==> config.mk <==
export PLATFORM = sky130hd
export DESIGN_NAME = fir_decimator
export DESIGN_NICKNAME = d
export VERILOG_FILES = /design/src/rtl/fir_decimator.sv
export SDC_FILE = /design/constraint.sdc
export NUM_CORES = 1
export LEC_CHECK = 0
export BUFFER_PORTS_ARGS = -buffer_cell sky130_fd_sc_hd__buf_2
export CAP_MARGIN = 20
export CORE_ASPECT_RATIO = 1.25
export CORE_UTILIZATION = 65
export CTS_CLUSTER_SIZE = 10
export DETAILED_ROUTE_END_ITERATION = 8
export GPL_TIMING_DRIVEN = 0
export PLACE_DENSITY = 0.85
export SETUP_SLACK_MARGIN = 0.2
export SLEW_MARGIN = 20
export SYNTH_ARGS = -nofsm -noshare
export SYNTH_HDL_FRONTEND = slang
export SYNTH_SLANG_ARGS = --single-unit
export TNS_END_PERCENT = 50
==> constraint.sdc <==
create_clock -name clk -period 14.6 [get_ports clk]
set_clock_uncertainty 0.05 [all_clocks]
set_input_delay 2.92 -clock clk [delete_from_list [all_inputs] [get_ports clk]]
set_output_delay 2.92 -clock clk [all_outputs]
set_load 0.05 [all_outputs]
==> src/rtl/fir_decimator.sv <==
// Three-tap signed FIR with arithmetic shift, 8-bit saturation and 1/2/4/8 decimation.
// Three register stages from an accepted sample to the registered output strobe.
module fir_decimator #(
    parameter int DW    = 8,
    parameter int NTAPS = 3
) (
    input  logic                 clk,
    input  logic                 reset_n,
    input  logic signed [DW-1:0] I_adc_data,
    input  logic                 I_adc_valid,
    input  logic                 I_conv_en,
    input  logic signed [DW-1:0] I_coef0,
    input  logic signed [DW-1:0] I_coef1,
    input  logic signed [DW-1:0] I_coef2,
    input  logic signed [DW-1:0] I_coef_div,
    input  logic        [1:0]    I_decimation_ratio,
    output logic signed [DW-1:0] O_filt_data,
    output logic                 O_filt_valid,
    output logic                 O_filt_sat
);

    localparam int PW = 2 * DW;
    localparam int SW = PW + $clog2(NTAPS);
    localparam logic signed [SW-1:0] MAX_V = SW'((1 << (DW - 1)) - 1);
    localparam logic signed [SW-1:0] MIN_V = -MAX_V - SW'(1);

    logic signed [DW-1:0] x1_q, x2_q;
    logic        [2:0]    cnt_q;
    logic signed [PW-1:0] p0_q, p1_q, p2_q;
    logic        [4:0]    sh1_q, sh2_q;
    logic                 v1_q, v2_q;
    logic signed [SW-1:0] s_q;

    logic                 accept;
    logic        [2:0]    mask_d;
    logic                 emit_d;
    logic        [4:0]    sh_d;
    logic signed [PW-1:0] p0_d, p1_d, p2_d;
    logic signed [SW-1:0] s_d, r_d;
    logic signed [DW-1:0] sat_data_d;
    logic                 clip_d;

    assign accept = I_adc_valid & I_conv_en;
    assign mask_d = (3'b001 << I_decimation_ratio) - 3'd1;
    assign emit_d = ((cnt_q & mask_d) == 3'd0);

    assign p0_d = PW'(I_coef0) * PW'(I_adc_data);
    assign p1_d = PW'(I_coef1) * PW'(x1_q);
    assign p2_d = PW'(I_coef2) * PW'(x2_q);
    assign s_d  = SW'(p0_q) + SW'(p1_q) + SW'(p2_q);
    assign r_d  = s_q >>> sh2_q;

    // Negative shift means no shift; anything past 17 already reduces the sum to 0 or -1.
    always_comb begin
        sh_d = 5'd0;
        if (I_coef_div[DW-1]) begin
            sh_d = 5'd0;
        end else if (I_coef_div > DW'(17)) begin
            sh_d = 5'd17;
        end else begin
            sh_d = I_coef_div[4:0];
        end
    end

    always_comb begin
        sat_data_d = r_d[DW-1:0];
        clip_d     = 1'b0;
        if (r_d > MAX_V) begin
            sat_data_d = MAX_V[DW-1:0];
            clip_d     = 1'b1;
        end else if (r_d < MIN_V) begin
            sat_data_d = MIN_V[DW-1:0];
            clip_d     = 1'b1;
        end
    end

    always_ff @(posedge clk) begin
        if (!reset_n) begin
            x1_q         <= '0;
            x2_q         <= '0;
            cnt_q        <= '0;
            p0_q         <= '0;
            p1_q         <= '0;
            p2_q         <= '0;
            sh1_q        <= '0;
            sh2_q        <= '0;
            v1_q         <= 1'b0;
            v2_q         <= 1'b0;
            s_q          <= '0;
            O_filt_data  <= '0;
            O_filt_valid <= 1'b0;
            O_filt_sat   <= 1'b0;
        end else if (!I_conv_en) begin
            // Abort: drop history and in-flight samples, keep the last presented value.
            x1_q         <= '0;
            x2_q         <= '0;
            cnt_q        <= '0;
            v1_q         <= 1'b0;
            v2_q         <= 1'b0;
            O_filt_valid <= 1'b0;
            O_filt_sat   <= 1'b0;
        end else begin
            if (accept) begin
                x1_q  <= I_adc_data;
                x2_q  <= x1_q;
                cnt_q <= cnt_q + 3'd1;
                p0_q  <= p0_d;
                p1_q  <= p1_d;
                p2_q  <= p2_d;
                sh1_q <= sh_d;
                v1_q  <= emit_d;
            end else begin
                v1_q  <= 1'b0;
            end
            s_q          <= s_d;
            sh2_q        <= sh1_q;
            v2_q         <= v1_q;
            O_filt_valid <= v2_q;
            if (v2_q) begin
                O_filt_data <= sat_data_d;
                O_filt_sat  <= clip_d;
            end else begin
                O_filt_sat  <= 1'b0;
            end
        end
    end

endmodule

[Word-level counts from Yosys, hierarchy flattened]
Cells that the tools add are included.
Cells by class
  $lt $le $gt $ge: 3
  muxes and demuxes: 6
  add/sub/neg operators: 4
  reductions and logical operators: 6
  bitwise operators: 2
  shifts and indexed selects: 2
  multipliers: 3
Operators with widths (number)
  multiplier 8 x 8 -> 16 bit: 3
  adder 17 x 16 -> 18 bit: 1
  greater-than comparator 18 x 8 -> 1 bit, second input constant: 1
  < comparator 18 x 8 -> 1 bit, second input constant: 1
  >>> shifter 18 x 5 -> 18 bit: 1
  adder 16 x 16 -> 17 bit: 1
  two-way mux 8 bit: 2
  two-way mux 5 bit: 2
  greater-than comparator 8 x 6 -> 1 bit, second input constant: 1
  AND reduction 2 bit: 3
  AND reduction 3 bit: 2
  adder 3 x 1 -> 3 bit, second input constant: 1
  bitwise AND 3 bit: 1
  logical NOT 3 bit: 1
  left shift 1 x 2 -> 3 bit, first input constant: 1
  subtractor 3 x 1 -> 3 bit, second input constant: 1
  two-way mux 1 bit: 2
  bitwise AND 1 bit: 1
Storage, ports and cells
  logic and storage cells: 40
  output and inout bits: 10
  bits of input ports: 46
  register bits after elaboration: 107

[Logic depth before layout (Yosys ltp)]
Gate-level depths: netlist of the first run.
  word-level depth: 4
  depth in mapped cells: 18
  gate-level depth less buffers: 17

[Worst setup path after synthesis of the first run]
OpenSTA, ideal clock, no wires.
  path type: input to register
  from: input port I_coef2[7]
  to: register p2_q[15]
  setup time: 132 ps
  buffers on the path: 0
  stages on the path: 15
  path slack: 7680 ps
  arrival time: 6738 ps
  cells stage by stage: and2_1 -> fa_1 -> inv_1 -> fa_1 -> inv_1 -> fa_1 -> inv_1 -> fa_1 -> inv_1 -> ha_1 -> and3_1 -> a211oi_1 -> a21oi_1 -> xnor2_1 -> a21oi_1
Between the ends
  longest elaborated chain between the ends: 1
RTL lines
  start: declaration: line 14  | input logic signed [DW-1:0] I_coef2,
  multiplier 8 x 8 -> 16 bit: line 49  | assign p2_d = PW'(I_coef2) * PW'(x2_q);
  end signal: assignment: line 109  | p2_q <= p2_d;
  end: declaration: line 29  | logic signed [PW-1:0] p0_q, p1_q, p2_q;
Every way passes these cells.
A chain may end at the register's enable or synchronous reset.

[Final worst setup path of the first run]
Ends and elaborated chain as after synthesis.

==> impl_metrics.json, run 1 <==
{
  "synth_top_area_cell": "fa_1",
  "fin_crit_sh": 0.4920,
  "crit_arrival_ns": 7.37,
  "antenna_found_initial": 0,
  "crit_path_top_delay_cell": "fa_1",
  "grt_usage": 0.3172,
  "io_pins": 56,
  "start_kind": "input port",
  "finalCriticalPeriod_ns": 7.183,
  "maxCapViolCount": 0,
  "n_fill_cell": 1548,
  "cts-htree-levels": 3,
  "crit_chain": "buf_2 -> and2_1 -> fa_1 -> inv_1 -> fa_1 -> inv_1 -> fa_1 -> inv_1 -> fa_1 -> inv_1 -> ha_1 -> and3_1 -> a211oi_1 -> a21oi_1 -> xnor2_1 -> a21oi_1",
  "fp.dieH_um": 163.5,
  "wl_per_cell_um": 17.33,
  "worst_pin_slew_ns": 0.7597,
  "setup-tns-final_ns": 0,
  "io_buffers": 51,
  "status": "completed",
  "max_stage_delay_ns": 0.62,
  "ys_warn_count": 0,
  "p_comb_frac": 0.489,
  "grt_pass1_wl_um": 53530,
  "dp_hpwl_um": 26270,
  "cts.path.max_buffers": 2,
  "fmax_mhz": 139.2,
  "rows": 58,
  "grt_pass1_vias": 11035,
  "root_buffer": "clkbuf_16",
  "netSwitchingPower_uw": 471.4,
  "hold_viol_final": 0,
  "hold_ws_ns": 0.4187,
  "ys_ff_latch": 107,
  "ir_drop_uv": 65.70,
  "synth_edf_count": 0,
  "grt_start_max_net_pins": 20,
  "mappedNetlistNets": 1871,
  "num_antenna_cells": 0,
  "dieArea_um2": 21440,
  "postCtsResizedCells": 0,
  "synth_seq_area_share": 0.1580,
  "finalSetupViolations": 0,
  "drc_errors": 0,
  "slew_headroom": 0.4935,
  "drt_iter0_markers": 833,
  "critPathMaxFanout": 8,
  "multi_input_area_um2": 10180,
  "routed-via-count": 10927,
  "cts_setup_buffers": 0,
  "syn-cell-area_um2": 13560,
  "criticalPathCategory": "in -> reg",
  "cts_hold_buf": 0,
  "clk-insertion-delay-late_ns": 0.37,
  "synth_top_area_frac": 0.2687,
  "power.density_nw_per_um2": 80.00,
  "ant_nets": 0,
  "area_delta_synth_final_pct": 6.534,
  "syn_area_per_cell_um2": 8.810,
  "synth_ff_type": "dfxtp_1",
  "worst_ep_required_time_ns": 14.79,
  "dieWidth_um": 131.2,
  "final_max_slew_viol_count": 0,
  "yosysUniqueCellTypes": 63,
  "grt_setup_unrepaired": "no",
  "clk_pin_slew_ns": 0.08,
  "gp_congestion": 0.9389,
  "nNetsFinal": 1933,
  "core_area_um2": 20250,
  "gr-total-overflow": 0,
  "first_pass_iters": 6,
  "worst_setup_path_end_kind": "register",
  "cts_buffers": 9,
  "routed_via_density": 5.825,
  "clkPwrFrac": 0.215,
  "synth_cells": 1539,
  "cellLeakagePower_nw": 6.773,
  "register_area_um2": 2142,
  "clkSinkCount": 107,
  "seq_power_share": 0.296,
  "p_int_uw": 684.2,
  "hp-class": "reg -> reg",
  "wl_um": 32510,
  "yosys-top-cells-area": "fa_1, dfxtp_1, ha_1",
  "async_flop_share": 0,
  "drive_gt1_frac": 0.06040,
  "start_util": 0.6696,
  "cts_tree": "done",
  "p_sw_frac": 0.4079
}
## cell usage in the layout (no fill, tap or decap), types with 12 or more instances in the layout
master	instances
inv_1	267
fa_1	182
and2_1	145
nand2_1	140
dfxtp_1	107
ha_1	104
buf_2	56
o21ai_0	54
nor2_1	53
nor2b_1	49
a21oi_1	43
clkbuf_1	41
nand3_1	40
mux2i_1	36
a21boi_0	29
xnor2_1	29
nor3_1	19
o21a_1	15
xor2_1	14
o211ai_1	14
a211oi_1	12
## worst max-delay path, delay by kind of cell
kind                     cells  cell delay, ns
AO/OA/AOI/OAI                3            0.65
buffers and inverters        5            0.47
adder cells (fa/ha/maj)      5            2.62
AND/OR/NAND/NOR              2            0.43
XOR/XNOR                     1            0.29
## layer usage
layer / global-route usage / routed length (um)
met5: 0 / 0
met4: 0.1861 / 1829
met3: 0.03321 / 1514
met2: 0.5706 / 16390
met1: 0.3676 / 12780
## path summary, 6_finish.rpt
path               from  endpoint  slack [ns]  depth (start not counted)
max          I_coef2[7]  p2_q[15]        7.42                         16
min             p2_q[0]   p2_q[0]        0.42                          2
max reg2reg     x1_q[7]  p1_q[15]        9.43                         17
min reg2reg     p2_q[0]   p2_q[0]        0.42                          2
## flip-flops by register name (all words and copies together) (netlist names)
register / cells
O_filt_data: 8
O_filt_sat: 1
O_filt_valid: 1
cnt_q: 3
p0_q: 16
p1_q: 16
p2_q: 16
s_q: 18
sh1_q: 5
sh2_q: 5
v1_q: 1
v2_q: 1
x1_q: 8
x2_q: 8
## through the flow
step	util	area [um2]	std cells	setup slack [ns]	power, mW
6_report	0.7134	14440	1876	7.417	1.156
5_1_grt	0.7134	14440	1876	7.212	1.240
4_1_cts	0.7134	14440	1876	7.450	1.151
3_5_place_dp	0.6989	14150	1860	7.084	0.9052
3_3_place_gp	0.6989	14150	1860	7.128	0.8801
2_1_floorplan	-	13560	1539	7.680	0.7688
## cell families (layout without fill, tap and decap cells)
| family | Yosys count | after routing | share of synthesized area |
|---|---|---|---|
| AND/OR/NAND/NOR | 494 | 494 | 0.1915 |
| buffers and inverters | 323 | 390 | 0.09145 |
| adder cells (fa/ha/maj) | 286 | 286 | 0.3647 |
| AO/OA/AOI/OAI | 231 | 231 | 0.1151 |
| flip-flops | 107 | 107 | 0.1580 |
| multiplexers | 55 | 55 | 0.05150 |
| XOR/XNOR | 43 | 43 | 0.02778 |
## power by group through the flow
stage	Combinational (mW)	Clock, mW	Sequential (mW)
global route	0.639	0.256	0.345
CTS	0.563	0.247	0.341
floorplan	0.428	0	0.341
finish	0.565	0.248	0.342
global placement	0.534	0	0.346
detailed placement	0.557	0	0.348
## cells in the mapped netlist (29+ instances only)
master and n:
fa_1 182, inv_1 267, mux2i_1 36, nand2_1 140, nand3_1 40, xnor2_1 29, dfxtp_1 107, a21oi_1 43
nor2_1 53, o21ai_0 54, clkbuf_1 41, nor2b_1 49, a21boi_0 29, and2_1 145, ha_1 104
## final cells by class
cell class,instances,area share
buffer,55,0.01620
tap,270,0.02339
clock buffer,10,0.01655
sequential,107,0.1483
clock inverter,6,0.003725
inverter,268,0.06965
timing repair buffer,51,0.01767
multi-input combinational,1109,0.7045
Note: power is estimated with default switching activity, not from simulation.
==> inputs of run 2 (changes only) <==
Settings changed: ABC_AREA set to 1.
Clock period 14.6 ns to 7.4 ns, I/O delays scaled along.
==> impl_metrics.json, run 2 <==
{
  "status": "completed",
  "antenna_found_initial": 0,
  "regMostFlops": "s_q",
  "cts_setup_buffers": 0,
  "final_max_slew_viol_count": 0,
  "fmax_mhz": 173.4,
  "power.density_nw_per_um2": 166.4,
  "cts_hold_buf": 0,
  "ys_ff_latch": 107,
  "rows": 58,
  "path_delay_family": "adder cells",
  "synth_compound_area_frac": 0.09917,
  "drive_gt1_frac": 0.03357,
  "mappedNetlistNets": 2229,
  "ir_drop_uv": 109.0,
  "synthSimpleGateAreaFrac": 0.1842,
  "clk_pin_slew_ns": 0.08,
  "synth_mux_area_frac": 0,
  "dieWidth_um": 131.4,
  "dieArea_um2": 21530,
  "num_antenna_cells": 0,
  "grt_pass1_vias": 11466,
  "synth_ff_type": "dfxtp_1",
  "ant_nets": 0,
  "synth_seq_area_share": 0.1574,
  "critPathMaxFanout": 8,
  "start_kind": "input port",
  "synth_edf_count": 0,
  "finalWorstSetupSlack_ns": 1.635,
  "synth_cells": 1897,
  "fp.dieH_um": 163.8,
  "layout_common_cells": "inv_1, nand2_1, fa_1, nor2_1, o21ai_0",
  "dp_hpwl_um": 25870,
  "dp_slack_ns": 1.326,
  "crit_chain": "clkbuf_1 -> or2_2 -> fa_1 -> fa_1 -> inv_1 -> fa_1 -> inv_1 -> fa_1 -> inv_1 -> ha_1 -> a21oi_1 -> nand2_1 -> a21oi_1 -> o21bai_1 -> a21oi_1 -> xnor2_1 -> o21ai_0 -> inv_1",
  "maxCapViolCount": 0,
  "routed-via-count": 11714,
  "grt_usage": 0.2988,
  "first_pass_iters": 5,
  "cts_buffers": 9,
  "postCtsResizedCells": 0,
  "wl_um": 30910,
  "finalCriticalPeriod_ns": 5.765,
  "max_stage_delay_ns": 0.54,
  "async_flop_share": 0,
  "slew_headroom": 0.5348,
  "worst_ep_required_time_ns": 7.60,
  "clkSinkCount": 107,
  "crit_arrival_ns": 5.97,
  "area_delta_synth_final_pct": 5.432,
  "worst_pin_slew_ns": 0.6978,
  "gr-total-overflow": 0,
  "criticalPathCategory": "in -> reg",
  "start_util": 0.6700,
  "fin_crit_sh": 0.7791,
  "worst_setup_path_end_kind": "register",
  "yosysUniqueCellTypes": 39,
  "synthAdderAreaFrac": 0.3632,
  "nNetsFinal": 2263,
  "largest_reg_flops": 18,
  "crit_buf_inv": 5,
  "core_area_um2": 20320,
  "synth_most_common_cell": "inv_1",
  "root_buffer": "clkbuf_16",
  "crit_path_top_delay_cell": "fa_1",
  "synth_top_area_cell": "fa_1",
  "hold_viol_final": 0,
  "drt_iter0_markers": 789,
  "cts-htree-levels": 3,
  "cts_tree": "done",
  "io_pins": 56,
  "grt_pass1_wl_um": 52080,
  "grt_start_max_net_pins": 20,
  "cellLeakagePower_nw": 8.277,
  "clk-insertion-delay-late_ns": 0.36,
  "drc_errors": 0,
  "syn_area_per_cell_um2": 7.176,
  "routed_via_density": 5.310,
  "ys_warn_count": 0,
  "io_buffers": 23,
  "synth_xor_area_frac": 0.03539,
  "n_fill_cell": 1733,
  "setup-tns-final_ns": 0,
  "hp-class": "reg -> reg",
  "synth_top_family_by_area": "adder cells",
  "synth_common_cells": "inv_1, nand2_1, fa_1",
  "power.total_mw": 2.388,
  "wl_per_cell_um": 14.01,
  "finalSetupViolations": 0,
  "syn-cell-area_um2": 13610,
  "cts.path.max_buffers": 2,
  "gp_congestion": 0.9184,
  "yosys-top-cells-area": "fa_1, dfxtp_1, inv_1",
  "final_common_cell": "inv_1",
  "synth_top_area_frac": 0.2676,
  "grt_setup_unrepaired": "no"
}
[run 2: cell count changes after synthesis, moves of 14 or more]
| cell | delta |
|---|---|
| nand2_1 | +228 |
| xor2_1 | +14 |
| o21a_1 | -15 |
| a21boi_0 | -27 |
| nand3_1 | +31 |
| clkbuf_1 | +33 |
| a21oi_1 | +56 |
| mux2i_1 | -36 |
| nor2b_1 | -49 |
| o21ai_0 | +61 |
| and2_1 | -145 |
| nor2_1 | +106 |
| inv_1 | +215 |
[run 2: worst reg2reg max path, delay by kind of cell (launching register included)]
kind	cells	cell delay (ns)
buffers and inverters	5	0.51
DFF	1	0.39
adders and majority gates	5	2.48
and+or+nand+nor	2	0.52
AOI/OAI and AO/OA	5	0.93
xor gates and xnor gates	1	0.16
[run 2: final cells by class]
type / instances / area, um2 / share of cell area
Clock buffer: 10 / 229.0 / 0.01595
Clock inverter: 6 / 57.56 / 0.004010
Inverter: 487 / 1833 / 0.1277
Timing Repair Buffer: 23 / 115.1 / 0.008020
Multi-Input combinational cell: 1219 / 9284 / 0.6468
Buffer: 84 / 354.1 / 0.02467
Tap cell: 270 / 337.8 / 0.02354
Sequential cell: 107 / 2142 / 0.1492
[run 2: final timing paths]
check,endpoint,slack (ns),start,depth (start not counted)
worst min register to register,v2_q,0.40,v1_q,2
worst min-delay path,v2_q,0.40,v1_q,2
worst max register to register,p2_q[12],2.26,x2_q[7],18
worst max-delay path,p2_q[12],1.63,I_coef2[0],18
[run 2: through the flow]
step | util | hold slack [ns] | cell area, um2 | cells
2_1_floorplan | - | 0.3436 | 13610 | 1897
3_3_place_gp | 0.6922 | 0.3891 | 14070 | 2190
6_report | 0.7063 | 0.4009 | 14350 | 2206
5_1_grt | 0.7063 | 0.4249 | 14350 | 2206
3_5_place_dp | 0.6922 | 0.3890 | 14070 | 2190
4_1_cts | 0.7063 | 0.3992 | 14350 | 2206
[run 2: cells by family (layout without fill, tap and decap cells)]
logic type | count (synthesis) | count (layout)
fa+ha+maj | 286 | 286
flops | 107 | 107
xor+xnor | 55 | 55
compound gates | 251 | 251
simple gates | 627 | 627
buf+inv | 571 | 610
[run 2: report_power, final]
part	leakage, nW	switching, mW	internal (mW)	total [mW]
Clock	0.135	0.229	0.236	0.465
Sequential	0.878	0.0388	0.623	0.662
Combinational	7.26	0.778	0.483	1.26
Total	8.28	1.05	1.34	2.39
[run 2: per-layer routing]
layer | GRT usage | wire [um]
met1 | 0.3534 | 12130
met2 | 0.5604 | 16230
met3 | 0.02500 | 1483
met4 | 0.1184 | 1070
met5 | 0 | 0
==> inputs of run 3 (changes only) <==
Clock period 7.4 ns to 5.45 ns, I/O delays scaled along.
==> impl_metrics.json, run 3 (synthesis gave the netlist of run 2 again) <==
{
  "start_kind": "input port",
  "first_pass_iters": 5,
  "antenna_found_initial": 0,
  "worst_ep_required_time_ns": 5.64,
  "max_stage_delay_ns": 0.54,
  "largest_reg_flops": 18,
  "grt_setup_unrepaired": "yes",
  "rows": 58,
  "crit_arrival_ns": 5.29,
  "grt_pass1_vias": 11466,
  "drc_errors": 0,
  "dieWidth_um": 131.4,
  "drt_iter0_markers": 820,
  "root_buffer": "clkbuf_16",
  "slew_headroom": 0.5553,
  "crit_chain": "clkbuf_2 -> or2_2 -> fa_1 -> fa_1 -> inv_1 -> fa_1 -> inv_1 -> fa_1 -> inv_1 -> ha_2 -> nand2_1 -> nor2_1 -> a21oi_1 -> or2_2 -> nand3_1 -> nand3_1 -> o211ai_1 -> inv_1",
  "fmax_mhz": 196.4,
  "gp_congestion": 0.9184,
  "grt_usage": 0.2989,
  "worst_pin_slew_ns": 0.6670,
  "final_max_slew_viol_count": 0,
  "clkSinkCount": 107,
  "cts.path.max_buffers": 2,
  "ant_nets": 0,
  "worst_setup_path_end_kind": "register",
  "fin_area_um2": 14420,
  "reg2reg_depth": 18,
  "core_area_um2": 20320,
  "fin_crit_sh": 0.9343,
  "grt_pass1_wl_um": 52100,
  "finalSetupViolations": 0,
  "maxCapViolCount": 0,
  "hp-class": "reg -> reg",
  "min-delay-start": "v1_q",
  "io_buffers": 23,
  "rr_endpoint": "p1_q[13]",
  "start_util": 0.6700,
  "cts_hold_buf": 0,
  "area_delta_synth_final_pct": 5.928,
  "dpl_cell_area_um2": 14070,
  "num_antenna_cells": 0,
  "power.density_nw_per_um2": 225.5,
  "hold_viol_final": 0,
  "cts_tree": "done",
  "finalCriticalPeriod_ns": 5.092,
  "dieArea_um2": 21530,
  "wl_per_cell_um": 14.02,
  "ir_drop_uv": 145.4,
  "clk_pin_slew_ns": 0.07,
  "regMostFlops": "s_q",
  "routed-via-count": 11693,
  "drive_gt1_frac": 0.04855,
  "reg2reg_slack_ns": 0.50,
  "min_to": "v2_q",
  "fp.dieH_um": 163.8,
  "routed_via_density": 5.301,
  "cellLeakagePower_nw": 8.325,
  "grt_start_max_net_pins": 20,
  "io_pins": 56,
  "final_common_cell": "inv_1",
  "criticalPathCategory": "in -> reg",
  "dp_hpwl_um": 25870,
  "crit_path_top_delay_cell": "fa_1",
  "status": "completed",
  "wl_um": 30930,
  "hold_ws_ns": 0.4015,
  "min_path_cells": 2,
  "crit_buf_inv": 5,
  "clk-insertion-delay-late_ns": 0.35,
  "cts-htree-levels": 3,
  "nNetsFinal": 2263,
  "gr-total-overflow": 0,
  "layout_common_cells": "inv_1, nand2_1, fa_1, nor2_1, o21ai_0",
  "reg2reg_from": "x1_q[4]",
  "cts_buffers": 9,
  "path_delay_family": "adder cells",
  "critPathMaxFanout": 8
}
run 3: layout make-up:
cell class / count / area [um2]
Clock buffer: 10 / 229.0
Multi-Input combinational cell: 1219 / 9330
Tap cell: 270 / 337.8
Fill cell: 1720 / 5899
Timing Repair Buffer: 23 / 115.1
Buffer: 84 / 375.4
Sequential cell: 107 / 2142
Clock inverter: 6 / 57.56
Inverter: 487 / 1833
run 3: worst max path at each step:
| stage | cells after the start | slack, ns | startpoint | endpoint |
|---|---|---|---|---|
| detailed placement | 18 | -0.23 | I_coef2[0] | p2_q[12] |
| floorplan | 18 | 0.25 | I_coef2[0] | p2_q[12] |
| finish | 18 | 0.36 | I_coef1[0] | p1_q[13] |
| global placement | 19 | -0.20 | I_coef2[0] | p2_q[13] |
| CTS | 18 | 0.16 | I_coef2[0] | p2_q[12] |
| global route | 18 | 0.15 | I_coef1[0] | p1_q[13] |
run 3: metrics by stage:
stage | power (mW) | cells | TNS (ns) | util | worst slack, ns
final | 3.251 | 2206 | 0 | 0.7097 | 0.3580
after global routing | 3.556 | 2206 | 0 | 0.7097 | 0.1480
after CTS | 3.245 | 2206 | 0 | 0.7065 | 0.1638
after detailed placement | 2.617 | 2190 | -0.5563 | 0.6922 | -0.2339
after global placement | 2.555 | 2190 | -0.3935 | 0.6922 | -0.1961
after floorplan | 2.248 | 1897 | 0 | - | 0.2521
run 3: timing repair:
action	in CTS	in global routing
gates resized for setup	2	48
pin swaps	0	0
buffers inserted	0	0
endpoints found under the setup margin	2	12
run 3: per-layer routing:
metal | vias to the layer above | global-route usage | wire [um] | part of all wire
met4 | 0 | 0.1184 | 1110 | 0.036
met2 | 353 | 0.5604 | 16150 | 0.52
li1 | 5720 | - | - | -
met3 | 78 | 0.02500 | 1456 | 0.047
met1 | 5542 | 0.3536 | 12210 | 0.39
met5 | - | 0 | 0 | 0
run 3: worst min-delay path, cell delays in order (launching register included):
cell	delay, ns
dfxtp_1	0.30
inv_1	0.04
nor2_1	0.06
run 3: power breakdown:
part	internal, mW	leakage (nW)	switching [mW]	total, mW
registers	0.846	0.878	0.0528	0.899
clock network	0.321	0.135	0.312	0.633
logic	0.661	7.31	1.06	1.72
total	1.83	8.32	1.42	3.25
